**src/rtl/sdm2_bitstream_gen.sv**
```systemverilog
// Second-order sigma-delta modulator: signed frame-rate samples in, 1-bit stream out
// at the full clk rate, plus the frame-rate divided clock for the decimator.
// Optional LSB dither on the first integrator: define SDM2_DITHER_LFSR_EN.
module sdm2_bitstream_gen #(
    parameter int unsigned IN_WIDTH          = 16,
    parameter int unsigned DECIMATION_FACTOR = 256,
    parameter int unsigned ACC_WIDTH         = IN_WIDTH + 4
) (
    input  logic                clk,
    input  logic                reset_n,
    input  logic                enable,
    input  logic [IN_WIDTH-1:0] sample_in,
    input  logic                sample_valid,
    output logic                sample_ready,
    output logic                bit_out,
    output logic                frame_clk,
    output logic                underflow,
    input  logic                clear_underflow
);

    localparam int unsigned CNT_W = $clog2(DECIMATION_FACTOR);
    localparam int unsigned SUM_W = ACC_WIDTH + 2;

    localparam logic [CNT_W-1:0] CNT_LAST = CNT_W'(DECIMATION_FACTOR - 1);

    // Full scale and the integrator clamp limits, all at intermediate-sum width.
    localparam logic signed [SUM_W-1:0] FS_S =
        {{(SUM_W - IN_WIDTH){1'b0}}, 1'b1, {(IN_WIDTH - 1){1'b0}}};
    localparam logic signed [SUM_W-1:0] SAT_MAX =
        {3'b000, {(ACC_WIDTH - 1){1'b1}}};
    localparam logic signed [SUM_W-1:0] SAT_MIN =
        {3'b111, {(ACC_WIDTH - 1){1'b0}}};

    // Clamp a wide sum back into the signed integrator range.
    function automatic logic signed [ACC_WIDTH-1:0] sat(input logic signed [SUM_W-1:0] s);
        if (s > SAT_MAX) begin
            return SAT_MAX[ACC_WIDTH-1:0];
        end else if (s < SAT_MIN) begin
            return SAT_MIN[ACC_WIDTH-1:0];
        end
        return s[ACC_WIDTH-1:0];
    endfunction

    logic [CNT_W-1:0]            cnt_q, cnt_d;
    logic                        frame_clk_q;
    logic                        bit_q;
    logic                        underflow_q, underflow_d;
    logic                        ready_q;
    logic                        next_valid_q, next_valid_d;
    logic [IN_WIDTH-1:0]         next_q, next_d;
    logic signed [IN_WIDTH-1:0]  hold_q, hold_d;
    logic signed [ACC_WIDTH-1:0] i1_q, i1_d;
    logic signed [ACC_WIDTH-1:0] i2_q, i2_d;

    logic                        boundary;
    logic                        accept;
    logic                        y;
    logic signed [SUM_W-1:0]     x_s, fb_s, i1_s, i2_s, sum1_s, sum2_s;

`ifdef SDM2_DITHER_LFSR_EN
    logic [15:0]             lfsr_q;
    logic                    lfsr_fb;
    logic signed [SUM_W-1:0] dith_s;

    // Fibonacci LFSR, taps 16,14,13,11, advancing with the modulator.
    always_ff @(posedge clk or negedge reset_n) begin
        if (!reset_n) begin
            lfsr_q <= 16'hACE1;
        end else if (enable) begin
            lfsr_q <= {lfsr_q[14:0], lfsr_fb};
        end
    end

    assign lfsr_fb = lfsr_q[15] ^ lfsr_q[13] ^ lfsr_q[12] ^ lfsr_q[10];
    assign dith_s  = lfsr_q[0] ? SUM_W'(1) : {SUM_W{1'b1}};
`endif

    // Frame counter, pending-slot handshake, hold register and sticky underflow.
    always_comb begin
        cnt_d        = cnt_q;
        next_d       = next_q;
        next_valid_d = next_valid_q;
        hold_d       = hold_q;
        underflow_d  = underflow_q;

        boundary = enable && (cnt_q == CNT_LAST);
        accept   = sample_valid && ready_q;

        if (enable) begin
            cnt_d = cnt_q + CNT_W'(1);
        end

        if (boundary) begin
            if (next_valid_q) begin
                hold_d       = next_q;
                next_valid_d = 1'b0;
            end else if (accept) begin
                // Empty slot at the boundary: the arriving sample goes straight to hold.
                hold_d = sample_in;
            end
        end else if (accept) begin
            next_d       = sample_in;
            next_valid_d = 1'b1;
        end

        if (clear_underflow) begin
            underflow_d = 1'b0;
        end
        if (boundary && !next_valid_q && !accept) begin
            underflow_d = 1'b1;
        end
    end

    // Two integrators with +/-FS feedback from the sign of the second one.
    always_comb begin
        y    = ~i2_q[ACC_WIDTH-1];
        fb_s = y ? FS_S : -FS_S;
        x_s  = {{(SUM_W - IN_WIDTH){hold_q[IN_WIDTH-1]}}, hold_q};
        i1_s = {{2{i1_q[ACC_WIDTH-1]}}, i1_q};
        i2_s = {{2{i2_q[ACC_WIDTH-1]}}, i2_q};
`ifdef SDM2_DITHER_LFSR_EN
        sum1_s = i1_s + x_s - fb_s + dith_s;
`else
        sum1_s = i1_s + x_s - fb_s;
`endif
        sum2_s = i2_s + i1_s - fb_s;
        i1_d   = sat(sum1_s);
        i2_d   = sat(sum2_s);
    end

    // State registers; enable gates the counter, modulator and hold register.
    always_ff @(posedge clk or negedge reset_n) begin
        if (!reset_n) begin
            cnt_q        <= '0;
            frame_clk_q  <= 1'b0;
            bit_q        <= 1'b0;
            underflow_q  <= 1'b0;
            ready_q      <= 1'b1;
            next_valid_q <= 1'b0;
            next_q       <= '0;
            hold_q       <= '0;
            i1_q         <= '0;
            i2_q         <= '0;
        end else begin
            next_q       <= next_d;
            next_valid_q <= next_valid_d;
            ready_q      <= ~next_valid_d;
            underflow_q  <= underflow_d;
            hold_q       <= hold_d;
            if (enable) begin
                cnt_q       <= cnt_d;
                frame_clk_q <= cnt_d[CNT_W-1];
                bit_q       <= y;
                i1_q        <= i1_d;
                i2_q        <= i2_d;
            end
        end
    end

    assign sample_ready = ready_q;
    assign bit_out      = bit_q;
    assign frame_clk    = frame_clk_q;
    assign underflow    = underflow_q;

endmodule
```
**config.mk**
```make
export PLATFORM = sky130hd
export DESIGN_NAME = sdm2_bitstream_gen
export DESIGN_NICKNAME = d
export VERILOG_FILES = /design/src/rtl/sdm2_bitstream_gen.sv
export SDC_FILE = /design/constraint.sdc
export NUM_CORES = 1
export LEC_CHECK = 0
export ABC_AREA = 1
export CAP_MARGIN = 20
export CORE_MARGIN = 2
export CORE_UTILIZATION = 40
export DETAILED_ROUTE_END_ITERATION = 12
export GPL_ROUTABILITY_DRIVEN = 0
export PLACE_DENSITY = 0.54
export SLEW_MARGIN = 20
export SYNTH_ARGS = -nofsm -noshare
export SYNTH_HDL_FRONTEND = slang
export SYNTH_SLANG_ARGS = --single-unit
```
**constraint.sdc**
```tcl
create_clock -name clk -period 3.5 [get_ports clk]
set_clock_uncertainty 0.1 [all_clocks]
set_input_delay 0.35 -clock clk [delete_from_list [all_inputs] [get_ports clk]]
set_output_delay 0.35 -clock clk [all_outputs]
set_load 0.05 [all_outputs]
```
* Word-level counts from Yosys, hierarchy flattened
Index checks and enable logic that the tools add are counted.
** Operators by class
- Add/sub/neg operators :: 5
- Mux-type cells :: 17
- Bitwise gates (word level) :: 3
- Magnitude comparators :: 4
- Reduce and logical (&&, ||, !) cells :: 10
- Equal/unequal tests :: 1
** Operators with widths (number)
- 2-to-1 mux 20 bit :: 6
- > comparator 22 x 20 -> 1 bit (second input constant) :: 2
- < comparator 22 x 20 -> 1 bit (second input constant) :: 2
- subtractor 21 x 22 -> 22 bit :: 2
- 2-to-1 mux 16 bit :: 2
- 2-to-1 mux 22 bit :: 1
- adder 20 x 16 -> 21 bit :: 1
- adder 20 x 20 -> 21 bit :: 1
- adder 8 x 1 -> 8 bit (second input constant) :: 1
- equality test 8 bit (second input constant) :: 1
- 2-to-1 mux 1 bit :: 8
- logical AND 1 bit :: 4
- AND reduction 2 bit :: 2
- nonzero test 2 bit :: 2
- inverter 1 bit :: 3
- zero test 1 bit :: 2
** Storage, ports and cells
- Output and inout port bits :: 4
- Bits of input ports :: 21
- Register bits :: 85

* Longest topological paths before layout
Gate-level depths: netlist of the first run.
- Word-level depth :: 6
- Depth in mapped cells :: 19
- Mapped depth without buffers :: 18

* Worst setup path before layout of the first run
Ideal clock, no wire load.
- Path kind :: register -> register
- Start point :: reg i2_q[19]
- End point :: reg i2_q[10]
- Required time :: 3.280 ns
- Path slack :: 0.717 ns
- Stages on the path, launching flop included :: 16
- Path buffers :: 1
- Arrival :: 2.563 ns
- Period minus slack after synthesis :: 2.783 ns
- Path through :: dfrtp_1 inv_1 ha_1 xor2_1 ha_1 nand2_1 nor2_1 and2_2 nand3b_4 nand3_2 nand2_1 nand2_1 nand3_1 nand2_4 buf_6 a21oi_2
** On the way
- Word-level cells in the longest chain between the ends :: 6
- Elaborated cells on any way between the ends :: 9
- Those cells by class :: 2 x add/sub; 2 x order compare; 5 x mux
** RTL lines
- start: declaration :: RTL line 53 : logic signed [ACC_WIDTH-1:0] i2_q, i2_d;
- start signal: assignment :: RTL line 155 : i2_q <= i2_d;
- adder 20 x 20 -> 21 bit or 2-to-1 mux 22 bit (tied branches) :: RTL line 126, 117
- subtractor 21 x 22 -> 22 bit (*) :: RTL line 126 : sum2_s = i2_s + i1_s - fb_s;
- < comparator 22 x 20 -> 1 bit :: RTL line 38 : end else if (s < SAT_MIN) begin
- 2-to-1 mux 1 bit :: RTL line 38
- 2-to-1 mux 1 bit :: RTL line 36 : if (s > SAT_MAX) begin
- 2-to-1 mux 20 bit (*) :: RTL line 41 : return s[ACC_WIDTH-1:0];
Mark *: on every way between the ends. The rest lies on a longest branch, timed or not.
A chain may end at the register's enable or synchronous reset.

* Final worst setup path of the first run
- Start point :: reg i2_q[19]
- End point :: reg i2_q[4]
The elaborated chain is that of the path after synthesis.

==> results by stage, run 1 <==
Outcome:
- The run finished with clean final reports.

Cells and area:
- Once layout is complete, the utilization of the core stands at 45.1%.
- Relative to the synthesized area, the layout overhead comes to 10.7%.
- The repair_antennas step left the layout with diodes totalling 0.
- The ratio of cells with drive above 1 in the final layout is 7.96%.
- For this run, the post-layout net count is 1204.
- The cell area after layout is 8140 um2.

Critical path:
- The timing startpoint of the critical path is i2_q[19]$_DFFE_PN0P_.
- STA classifies the critical path startpoint as a register.
- The kind of cell with the highest combined delay along the critical path is simple AND/OR/NAND/NOR gates.
- The cell at the slowest stage of the critical path is sky130_fd_sc_hd__dfrtp_2.
- The instance count on the critical path is 14.
- Following the worst setup path forward leads to its endpoint at i2_q[4]$_DFFE_PN0P_.
- The critical path data required time is 3.62 ns.
- In this run the register-to-register setup slack is 0.35 ns.
- The worst stage delay on the critical path is 0.49 ns.
- The critical path goes through inv_1 > fa_1 > ha_1 > nand2_2 > nor2_1 > inv_1 > nor2_2 > nand3b_1 > nand3_1 > nand2_1 > nand2_1 > nand3_1 > nand2_4 > a21oi_1.
- The combined buffer and inverter count along the critical path is 2.
- The critical path is of the reg2reg type.
- The worst register-to-register path has a depth of 14.
- The largest fanout on the critical path is 19.
- The capture point of the worst reg-to-reg path is i2_q[4]$_DFFE_PN0P_.
- The worst setup path is captured at a register.
- The startpoint of the worst-slack reg-to-reg timing path is i2_q[19]$_DFFE_PN0P_.
- The data arrival at the endpoint of the critical path is 3.27 ns.

Global route:
- The leftover overflow at the end of global routing is 0.
- The number of global-route vias before repair came to 6157.
- Entering global routing, the biggest net connects 49 pins.
- Across every metal layer, demand over resource in global routing totals 18.6%.
- The first-pass GRT wire length is 29500 um.
- The number of antenna violations at the first check in global routing is 0.

Die:
- The core box area is 18000 um2.
- The initial standard-cell utilization of the core is 40.8%.
- The floorplan step defined a die boundary enclosing 19500 um2.
- The number of placement rows is 49.
- The chip height is 140 um.
- The overall die width is 140 um.
- 25 I/O pins were placed.

Timing:
- The maximum clock frequency is 0.318 GHz.
- After routing, the total negative slack on setup checks comes to 0 ns.
- The worst path in the final design needs a cycle of 3.15 ns, including I/O delays and setup.
- At the pin with the least slew margin, the transition time is 0.870 ns.
- Setup repair after global routing left no endpoint under its margin.
- On the final layout, the worst hold slack is 0.204 ns.
- The final setup violation count is 0.
- The period utilization is 90.0%.
- The total count of hold-check failures in the final report was 0.
- The final max-slew violation count is 0.
- Headroom to the max-slew limit came out at 41.9%.

Logic synthesis:
- Synthesis instantiated 36 different standard cells from the library.
- The synthesized design contains 84 register bits.
- The average instance area after synthesis is 6.83 um2.
- For this run, the register share of the synthesized area comes to 28.6%.
- Yosys printed 0 warnings.
- The cell area that synthesis handed to floorplanning was 7350 um2.
- The cell count after synthesis is 1077.
- The net count of the mapped netlist is 1180.

CTS:
- The clock-pin transition on the worst setup and hold timing paths is 0.06 ns.
- The clock root buffer master is sky130_fd_sc_hd__clkbuf_16.
- After clock tree synthesis, the setup repair step added 0 buffers.
- For this design, the sink count on the clock tree is 84.
- In this run the number of H-tree levels came out at 3.
- TritonCTS built the clock tree.
- The maximum buffer depth of the clock tree is 2.
- The clock latency on the worst-skew pair is 0.35 ns.
- The number of clock buffers inserted by TritonCTS is 9.

Detailed routing:
- Routed signal wires occupy layers up through met4.
- The wire length per cell after detailed routing is 12.6 um.
- The met3 wire length is 496 um.
- Once detail routing completed, the nets flagged for antenna violations numbered 0.
- The routed metal-1 wire length is 8390 um.
- For this run, design rule violations remaining after detail routing come to 0.
- The final wirelength is 16800 um.
- The via count normalized by instance count is 4.60.
- The first detailed-routing pass took 7 iterations.
- The initial DRC count is 314.
- The detailed-route via count is 6143.
- Detailed routing placed a total of 7680 um of wire on met2.

Placement:
- The placed instances occupy a cell area of 7810 um2.
- The half-perimeter wire length of the detailed placement result is 13400 um.
- The count of input and output buffers is 24.

Flow run:
- Across the run, the number of max-cap violations was 0.

Hold path:
- In this run the worst hold path is classified as in2reg.
==> metrics by stage <==
step | setup WS [ns] | instances
floorplan | 0.717 | 1077
global placement | 0.219 | 1318
detailed placement | 0.252 | 1318
CTS | 0.218 | 1335
global route | 0.0532 | 1335
finish | 0.351 | 1335
==> layout by cell type (no fill, tap or decap), types with 2 or more instances in the layout <==
cell type                         netlist  layout
sky130_fd_sc_hd__nand2_1              304     304
sky130_fd_sc_hd__inv_1                250     250
sky130_fd_sc_hd__dfrtp_1               83      82
sky130_fd_sc_hd__nor2_1                81      81
sky130_fd_sc_hd__ha_1                  75      75
sky130_fd_sc_hd__o21ai_0               53      53
sky130_fd_sc_hd__a21oi_1               49      49
sky130_fd_sc_hd__nand3_1               22      22
sky130_fd_sc_hd__clkdlybuf4s50_1        0      22
sky130_fd_sc_hd__xnor2_1               20      20
sky130_fd_sc_hd__a21oi_2               20      20
sky130_fd_sc_hd__xor2_1                18      18
sky130_fd_sc_hd__nand4_1               13      13
sky130_fd_sc_hd__nand2_2               11      11
sky130_fd_sc_hd__nor2_2                 9       9
sky130_fd_sc_hd__clkbuf_16              0       9
sky130_fd_sc_hd__fa_1                   7       7
sky130_fd_sc_hd__buf_4                  1       7
sky130_fd_sc_hd__inv_2                  5       5
sky130_fd_sc_hd__nand2_4                5       5
sky130_fd_sc_hd__o21bai_1               5       5
sky130_fd_sc_hd__nor3_1                 5       5
sky130_fd_sc_hd__nand3_2                4       4
sky130_fd_sc_hd__nand3b_1               4       4
sky130_fd_sc_hd__nor3_2                 3       3
sky130_fd_sc_hd__clkinv_2               0       3
sky130_fd_sc_hd__nand3b_4               2       2
sky130_fd_sc_hd__o21ai_1                2       2
sky130_fd_sc_hd__a31oi_1                2       2
sky130_fd_sc_hd__bufinv_16              0       2
==> Yosys cell counts, drive strengths merged <==
cell	instances	area share (%)
o21ai	55	3.7
o21a	1	0.10
o22ai	1	0.085
xnor2	20	2.4
o21bai	5	0.51
dfrtp	83	28
nand3	26	2.0
clkbuf	9	0.46
nor3	8	0.75
or2	1	0.085
inv	255	13
nand3b	6	0.95
ha	75	13
nor2	90	4.9
nand2	320	17
fa	7	1.9
xor2	18	2.1
o211ai	1	0.10
a21oi	69	5.7
and2	2	0.22
nand4	13	1.1
dfstp	1	0.36
buf	9	0.99
a31oi	2	0.17
==> sequential cells by signal, indices dropped and copies added, names as in the netlist <==
name          count
i2_q             20
i1_q             20
sample_ready      1
cnt_q             8
bit_out           1
next_valid_q      1
next_q           16
underflow         1
hold_q           16
==> worst min-delay path: cells and delay by family <==
kind	cells	cell delay, ns
AO/OA/AOI/OAI	1	0.07
buffers and inverters	2	0.14
AND/OR/NAND/NOR	1	0.05
==> area by class of cell <==
cell class | count | area [um2]
Fill cell | 1958 | 9890
Multi-Input combinational cell | 720 | 4180
Clock buffer | 9 | 225
Timing Repair Buffer | 31 | 288
Tap cell | 229 | 287
Inverter | 255 | 957
Clock inverter | 7 | 91.3
Sequential cell | 84 | 2100
==> worst min-delay path by stage <==
| stage | slack (ns) | cells after the start | from | to |
|---|---|---|---|---|
| final | 0.20 | 4 | enable | bit_out$_DFFE_PN0P_ |
| after global routing | 0.22 | 3 | enable | bit_out$_DFFE_PN0P_ |
| after CTS | 0.20 | 4 | enable | bit_out$_DFFE_PN0P_ |
| after detailed placement | 0.31 | 1 | reset_n | underflow$_DFFE_PN0P_ |
| after global placement | 0.30 | 1 | reset_n | underflow$_DFFE_PN0P_ |
| after floorplan | -0.05 | 0 | reset_n | bit_out$_DFFE_PN0P_ |
==> timing repair <==
item                       CTS  global route
hold endpoints to repair    43             0
gates resized for setup      0             1
setup endpoints to repair    0            22
hold buffers                 1             0
==> metal layers <==
metal  up-vias  track usage [%]
li1       3312                -
met1      2738             25.1
met2        85             31.2
met3         8             3.23
met4         0             4.00
met5         -                0
==> cells by family after synthesis <==
kind of cell,count (synthesis),share of synthesized area [%]
simple gates,466,27.3
buf+inv,273,14.5
compound gates,134,10.4
flops,84,28.6
fa+ha+maj,82,14.7
xor+xnor,38,4.53
Power of run 1 is left out: the tool's default activity adds up to more than one toggle a clock period on the data nets, which glitch-free logic cannot reach.
==> run 2, diff against run 1 <==
--- a/config.mk
+++ b/config.mk
@@ -12,6 +12,7 @@
 export DETAILED_ROUTE_END_ITERATION = 12
 export GPL_ROUTABILITY_DRIVEN = 0
 export PLACE_DENSITY = 0.54
+export SKIP_CTS_REPAIR_TIMING = 1
 export SLEW_MARGIN = 20
 export SYNTH_ARGS = -nofsm -noshare
 export SYNTH_HDL_FRONTEND = slang
==> results of run 2 <==
Final layout, timing and power as in run 1 (identical DEF).
Main changes from that run: via count of the first global-routing pass 6157 -> 6150; overall routing resource usage 18.6% -> 18.5%
Power of run 2 is left out for the same reason.
==> run 3, diff against run 2 <==
--- a/config.mk
+++ b/config.mk
@@ -17,3 +17,4 @@
 export SYNTH_ARGS = -nofsm -noshare
 export SYNTH_HDL_FRONTEND = slang
 export SYNTH_SLANG_ARGS = --single-unit
+export TNS_END_PERCENT = 50
==> results of run 3 <==
Final layout, timing and power as in run 1 (identical DEF).
Main changes from that run: via count of the first global-routing pass 6157 -> 6150; overall routing resource usage 18.6% -> 18.5%
Power of run 3 is left out for the same reason.
